<file path="config.mk">
export PLATFORM = sky130hd
export DESIGN_NAME = fade_chaser_n_flat
export DESIGN_NICKNAME = d
export VERILOG_FILES = /design/src/rtl/fade_chaser_n_if.sv /design/src/rtl/fade_chaser_n.sv /design/src/flat_wrapper.sv
export SDC_FILE = /design/constraint.sdc
export NUM_CORES = 1
export LEC_CHECK = 0
export ABC_AREA = 1
export CORE_MARGIN = 3
export CORE_UTILIZATION = 65
export CTS_CLUSTER_SIZE = 28
export DETAILED_ROUTE_END_ITERATION = 7
export PLACE_DENSITY = 0.83
export SLEW_MARGIN = 20
export SYNTH_ARGS = -nofsm -noshare
export SYNTH_HDL_FRONTEND = slang
export SYNTH_SLANG_ARGS = --single-unit
</file>
<file path="constraint.sdc">
create_clock -name clk -period 4.9 [get_ports clk]
set_clock_uncertainty 0.1 [all_clocks]
set_input_delay 0.735 -clock clk [delete_from_list [all_inputs] [get_ports clk]]
set_output_delay 0.735 -clock clk [all_outputs]
set_load 0.1 [all_outputs]
</file>
<file path="src/rtl/fade_chaser_n_if.sv">
// Control and drive bundle for the fade chaser.
// The master side sets the controls and the slave side produces the LED drive.
interface fade_chaser_n_if #(
  parameter int CHANNELS = 8
);
  localparam int POS_WIDTH = (CHANNELS > 1) ? $clog2(CHANNELS) : 1;

  logic                 enable;
  logic [2:0]           speed;
  logic                 direction;
  logic                 mode;
  logic                 decay_linear;
  logic [CHANNELS-1:0]  led_out;
  logic [POS_WIDTH-1:0] position;
  logic                 step_pulse;

  modport master (
    output enable, speed, direction, mode, decay_linear,
    input  led_out, position, step_pulse
  );

  modport slave (
    input  enable, speed, direction, mode, decay_linear,
    output led_out, position, step_pulse
  );
endinterface

</file>
<file path="src/rtl/fade_chaser_n.sv">
// N-channel chaser: a full-brightness head steps across the outputs and
// leaves a PWM-faded trail that decays geometrically or linearly.
module fade_chaser_n #(
  parameter int CHANNELS     = 8,
  parameter int LEVEL_BITS   = 5,
  parameter int PWM_BITS     = 11,
  parameter int STEP_WIDTH   = 24,
  parameter int FADE_WIDTH   = 21,
  parameter bit COMMON_ANODE = 1'b1
) (
  input logic           clk,
  input logic           reset,
  fade_chaser_n_if.slave bus
);
  localparam int POS_WIDTH = (CHANNELS > 1) ? $clog2(CHANNELS) : 1;
  localparam logic [POS_WIDTH-1:0]  POS_LAST  = POS_WIDTH'(CHANNELS - 1);
  localparam logic [LEVEL_BITS-1:0] LEVEL_MAX = '1;

  typedef enum logic {DIR_UP = 1'b0, DIR_DOWN = 1'b1} bounce_dir_t;

  logic [2:0]            speed_q;
  logic                  direction_q;
  logic                  mode_q;
  logic                  decay_linear_q;
  logic [STEP_WIDTH-1:0] step_cnt;
  logic [STEP_WIDTH-1:0] step_limit;
  logic [FADE_WIDTH-1:0] fade_cnt;
  logic [PWM_BITS-1:0]   pwm_cnt;
  logic [LEVEL_BITS-1:0] slice;
  logic [POS_WIDTH-1:0]  position;
  logic [POS_WIDTH-1:0]  pos_next;
  bounce_dir_t           bounce_dir;
  bounce_dir_t           dir_next;
  logic                  step_pulse;
  logic                  step_now;
  logic [LEVEL_BITS-1:0] level      [CHANNELS];
  logic [LEVEL_BITS-1:0] level_next [CHANNELS];
  logic [CHANNELS-1:0]   lit;

  // >= rather than == so a lowered speed mid-count steps on the next cycle
  assign step_limit = {speed_q, {(STEP_WIDTH-3){1'b1}}};
  assign step_now   = bus.enable && (step_cnt >= step_limit);
  assign slice      = pwm_cnt[PWM_BITS-1 -: LEVEL_BITS];

  always_comb begin
    pos_next = position;
    dir_next = bounce_dir;
    if (CHANNELS > 1) begin
      if (mode_q) begin
        if (bounce_dir == DIR_UP) begin
          if (position == POS_LAST) begin
            dir_next = DIR_DOWN;
            pos_next = position - 1'b1;
          end else begin
            pos_next = position + 1'b1;
          end
        end else begin
          if (position == '0) begin
            dir_next = DIR_UP;
            pos_next = position + 1'b1;
          end else begin
            pos_next = position - 1'b1;
          end
        end
      end else if (direction_q) begin
        pos_next = (position == POS_LAST) ? '0 : position + 1'b1;
      end else begin
        pos_next = (position == '0) ? POS_LAST : position - 1'b1;
      end
    end
  end

  // Head refresh wins over decay, so the head channel never dims
  always_comb begin
    for (int unsigned i = 0; i < CHANNELS; i++) begin
      level_next[i] = level[i];
      if (position == POS_WIDTH'(i)) begin
        level_next[i] = LEVEL_MAX;
      end else if (fade_cnt == '1) begin
        if (decay_linear_q) begin
          level_next[i] = (level[i] == '0) ? '0 : level[i] - 1'b1;
        end else begin
          level_next[i] = level[i] >> 1;
        end
      end
    end
  end

  always_ff @(posedge clk or negedge reset) begin
    if (!reset) begin
      speed_q        <= '0;
      direction_q    <= 1'b0;
      mode_q         <= 1'b0;
      decay_linear_q <= 1'b0;
      step_cnt       <= '0;
      fade_cnt       <= '0;
      pwm_cnt        <= '0;
      position       <= '0;
      bounce_dir     <= DIR_UP;
      step_pulse     <= 1'b0;
      lit            <= '0;
      for (int unsigned i = 0; i < CHANNELS; i++) level[i] <= '0;
    end else begin
      speed_q        <= bus.speed;
      direction_q    <= bus.direction;
      mode_q         <= bus.mode;
      decay_linear_q <= bus.decay_linear;
      fade_cnt       <= fade_cnt + 1'b1;
      pwm_cnt        <= pwm_cnt + 1'b1;
      step_pulse     <= step_now;
      if (step_now) begin
        step_cnt   <= '0;
        position   <= pos_next;
        bounce_dir <= dir_next;
      end else if (bus.enable) begin
        step_cnt <= step_cnt + 1'b1;
      end
      for (int unsigned i = 0; i < CHANNELS; i++) begin
        level[i] <= level_next[i];
        lit[i]   <= (level[i] != '0) && (level[i] >= slice);
      end
    end
  end

  assign bus.led_out    = lit ^ {CHANNELS{COMMON_ANODE}};
  assign bus.position   = position;
  assign bus.step_pulse = step_pulse;
endmodule

</file>
<file path="src/flat_wrapper.sv">
// flat-port wrapper written by rule: the top's interface ports become plain ports
module fade_chaser_n_flat 
#(
  parameter int CHANNELS     = 8,
  parameter int LEVEL_BITS   = 5,
  parameter int PWM_BITS     = 11,
  parameter int STEP_WIDTH   = 24,
  parameter int FADE_WIDTH   = 21,
  parameter bit COMMON_ANODE = 1'b1
)
  (clk, reset, bus_enable, bus_speed, bus_direction, bus_mode, bus_decay_linear, bus_led_out, bus_position, bus_step_pulse);
  fade_chaser_n_if #(.CHANNELS(CHANNELS)) bus_i ();
  input logic clk;
  input logic reset;
  input wire logic [$bits(bus_i.enable)-1:0] bus_enable;
  input wire logic [$bits(bus_i.speed)-1:0] bus_speed;
  input wire logic [$bits(bus_i.direction)-1:0] bus_direction;
  input wire logic [$bits(bus_i.mode)-1:0] bus_mode;
  input wire logic [$bits(bus_i.decay_linear)-1:0] bus_decay_linear;
  output wire logic [$bits(bus_i.led_out)-1:0] bus_led_out;
  output wire logic [$bits(bus_i.position)-1:0] bus_position;
  output wire logic [$bits(bus_i.step_pulse)-1:0] bus_step_pulse;
  assign bus_i.enable = bus_enable;
  assign bus_i.speed = bus_speed;
  assign bus_i.direction = bus_direction;
  assign bus_i.mode = bus_mode;
  assign bus_i.decay_linear = bus_decay_linear;
  assign bus_led_out = bus_i.led_out;
  assign bus_position = bus_i.position;
  assign bus_step_pulse = bus_i.step_pulse;
  fade_chaser_n #(.CHANNELS(CHANNELS), .LEVEL_BITS(LEVEL_BITS), .PWM_BITS(PWM_BITS), .STEP_WIDTH(STEP_WIDTH), .FADE_WIDTH(FADE_WIDTH), .COMMON_ANODE(COMMON_ANODE)) u_core (.clk(clk), .reset(reset), .bus(bus_i));
endmodule
</file>
==> key figures <==
Drt
  – DR vias/cell: about 5.5
  – Wire per inst: roughly 14 um
  – DRT iter0 DRCs: between 500 and 600
  – Drt first pass iters: 5
  – Routed WL: about 15 mm
  – DR DRC count: 0
  – Final ANT Viol Nets: 0
  – Vias: between 6k and 7k

Worst setup path
  – Worst Path Arrival: 2260 ps
  – CP required: about 4100 ps
  – Flop2flop setup slack: between 2000 and 3000 ps
  – Crit path buf inv count: 1
  – Largest delay share family, worst path: buffers and inverters
  – Worst path cell trace: clkdlybuf4s50_1
  – Critical path class: reg2out
  – Crit end category: output port
  – Crit path largest cell delay: 1200 ps
  – Crit Path Max Fanout: 7
  – Critical path's slowest cell: clkdlybuf4s50_1
  – Crit path launch type: flop

STA
  – Min cycle time layout: just over 3000 ps
  – Fin crit share: a little over three fifths
  – Final Hold Viols: 0
  – Fmax: 323.1 MHz
  – Rel. slew slack: roughly a third
  – TNS Setup: 0 ps
  – Setup-failing EPs final: 0
  – Slew Limit Fails: 0
  – RSZ-0062 raised after global routing: no
  – Worst-Margin Slew: approximately 970 ps

Cells and area
  – FF+latch area: approximately 2900 sq um
  – Post-Layout Cell Count: approximately 1.1k
  – Fillers: 820
  – Area of the multi-input gates: 3896 sq um
  – # diodes: 0
  – Synth-to-layout area growth: 12.03%
  – Layout cells sized above 1: between 5 and 6%
  – Final nets: ~1.0k

Pwr
  – Pwr dens: between 500 and 600 nW/um^2
  – Max VDD drop: ~0.54 mV
  – Switching share of power: around two fifths
  – NetSw: roughly 0.0018 W
  – Cell Int Power: between 0.002 and 0.0025 W
  – Sequential share of power: roughly 32%
  – Comb pwr share: between 40% and 50%
  – Lkg Pwr: approximately 4.2 nW
  – Clock Power Share: approximately 28%

Synth
  – Most common cell in the synthesized netlist: nand2_1
  – Mapped Area: around 7300 sq um
  – Syn_area_per_cell: around 7.7 sq um
  – Top cell type's share of synthesized area: 39.46%
  – Post-Synthesis Net Count: about 1.0k
  – Main flop type after synthesis: dfrtp_1
  – Post-synth top area cell: dfrtp_1
  – Most area-consuming cells after synthesis: dfrtp_1 39%, nand2_1 16%, ha_1 10%, inv_1 5.7%, nand3_1 5.6%
  – Post-Synthesis Cells: 950
  – Synth unique cells: 31
  – Synth Register Bits: roughly 120
  – Syn. warnings: 0
  – Post-synth EDFFs: 0
  – Commonest cells in the netlist: 307 x nand2_1, 115 x dfrtp_1, 110 x inv_1
  – FFs w/ async S/R, synth: 100.0%
  – Seq/Total Area, Yosys: about two fifths

Clocking
  – Worst-path clk slew: roughly 60 ps
  – CTS HTree Levels: 4
  – Clock Latency Late Sink: around 540 ps
  – CTS buffer count: 17
  – Sink Count: roughly 120
  – Cts hold-fix bufs: 0
  – Setup bufs post-CTS: 0
  – Clock Tree Root: clkbuf_8
  – CTS tree: yes
  – Post-cts sizing count: 0
  – CTS Buffer Depth: 2

Die
  – Die Area: 12,530 sq um
  – # rows: 38
  – Initial core utilization: between 60 and 70%
  – Io pins: 21
  – Core area: about 11,000 sq um
  – Die Y: ~110 um
  – Width of the die: 111.9 um

GRT
  – Vias in the first global route: 5,775
  – Largest net degree at the start of global routing: 55
  – Initial antenna violation count: 0
  – GRT Overall Usage: 26.21%
  – GRT overflow: 0
  – First-pass GRT wire length: approximately 27 mm

Placement
  – GP Congestion: roughly 0.88
  – Post-detail-place hpwl: slightly above 10 mm
  – Cells after DPL: roughly 1.1k
  – Buffers on Ports: 20

Min path
  – Hold Path Class: in2async

Run status
  – Status: complete, no violations

Run
  – Maxcap violations: 0
## sequential cells by signal, indices dropped and copies added, names as in the netlist
register / cells
u_core.mode_q: 1
u_core.bounce_dir: 1
u_core.decay_linear_q: 1
u_core.bus.position: 3
u_core.fade_cnt: 21
u_core.level: 40
u_core.pwm_cnt: 11
u_core.lit: 8
u_core.step_cnt: 24
u_core.bus.step_pulse: 1
u_core.direction_q: 1
u_core.speed_q: 3
## through the flow
step / power [W] / hold WS (ps) / setup WS (ps) / utilization, % / instance area, sq um
2_1_floorplan: 0.002705 / 322.4 / 2598 / - / 7293
3_3_place_gp: 0.003042 / 339.3 / 1893 / 69.74 / 7594
3_5_place_dp: 0.003076 / 346.0 / 1853 / 69.74 / 7594
4_1_cts: 0.004297 / 152.5 / 1773 / 75.04 / 8170
5_1_grt: 0.004600 / 191.7 / 1745 / 75.04 / 8170
6_report: 0.004280 / 149.0 / 1805 / 75.04 / 8170
## logic make-up after synthesis
group / share of synthesized area [%]
DFF: 39.46
AOI/OAI and AO/OA: 5.130
adders and majority gates: 10.46
buffers and inverters: 7.120
xor gates and xnor gates: 5.764
and+or+nand+nor: 32.06
## path summary, 6_finish.rpt
kind                       cells past startpoint             endpoint              startpoint
setup / recovery                               1      bus_position[2]  u_core.bus.position[2]
hold / removal                                 1     u_core.level[22]                   reset
setup reg to reg                               7     u_core.level[32]      u_core.fade_cnt[0]
hold reg to reg                                1   u_core.fade_cnt[0]      u_core.fade_cnt[0]
max in group asynchronous                      2  u_core.step_cnt[21]                   reset
min in group clk                               1   u_core.fade_cnt[0]      u_core.fade_cnt[0]
## cell usage in the layout, fill, tap and decap left out, types with 2 or more instances in the layout
master and instances:
nand2_1 307, buf_4 4, clkbuf_16 16, o21ai_0 21, nand3_2 2, bufinv_16 2, clkinv_4 6, nor3_1 9
xor2_1 36, nand3_1 81, o21bai_1 2, inv_1 110, nand2_4 5, nor2_2 4, ha_1 61, a21oi_1 22
nand3b_1 2, nand4_1 22, clkdlybuf4s50_1 19, clkinvlp_4 6, inv_2 3, o31ai_1 8, nor2_1 81, xnor2_1 12
dfrtp_1 115, nor3b_1 13, o31a_1 8, nand2_2 5
## power groups by stage
stage	clock [W]	combinational [W]	sequential (W)
floorplan	0	0.00129	0.00142
global placement	0	0.00166	0.00138
detailed placement	0	0.00169	0.00139
CTS	0.00121	0.00171	0.00137
global route	0.00125	0.00194	0.00141
finish	0.00119	0.00171	0.00138
## layout make-up
cell class | count | share of cell area (%)
clock buffer | 17 | 5.069
clock inverter | 15 | 1.991
inverter | 113 | 5.191
multi-input combinational | 706 | 47.69
sequential | 115 | 35.22
tap | 140 | 2.144
timing repair buffer | 23 | 2.695
## per-layer routing
metal | track usage, % | vias to the layer above | wire (um)
li1 | - | 3111 | -
met1 | 35.94 | 2934 | 7047
met2 | 41.05 | 146 | 7176
met3 | 5.978 | 25 | 871
met4 | 9.489 | 0 | 221
met5 | 0 | - | 0
Power figures use the tool's default switching activity.
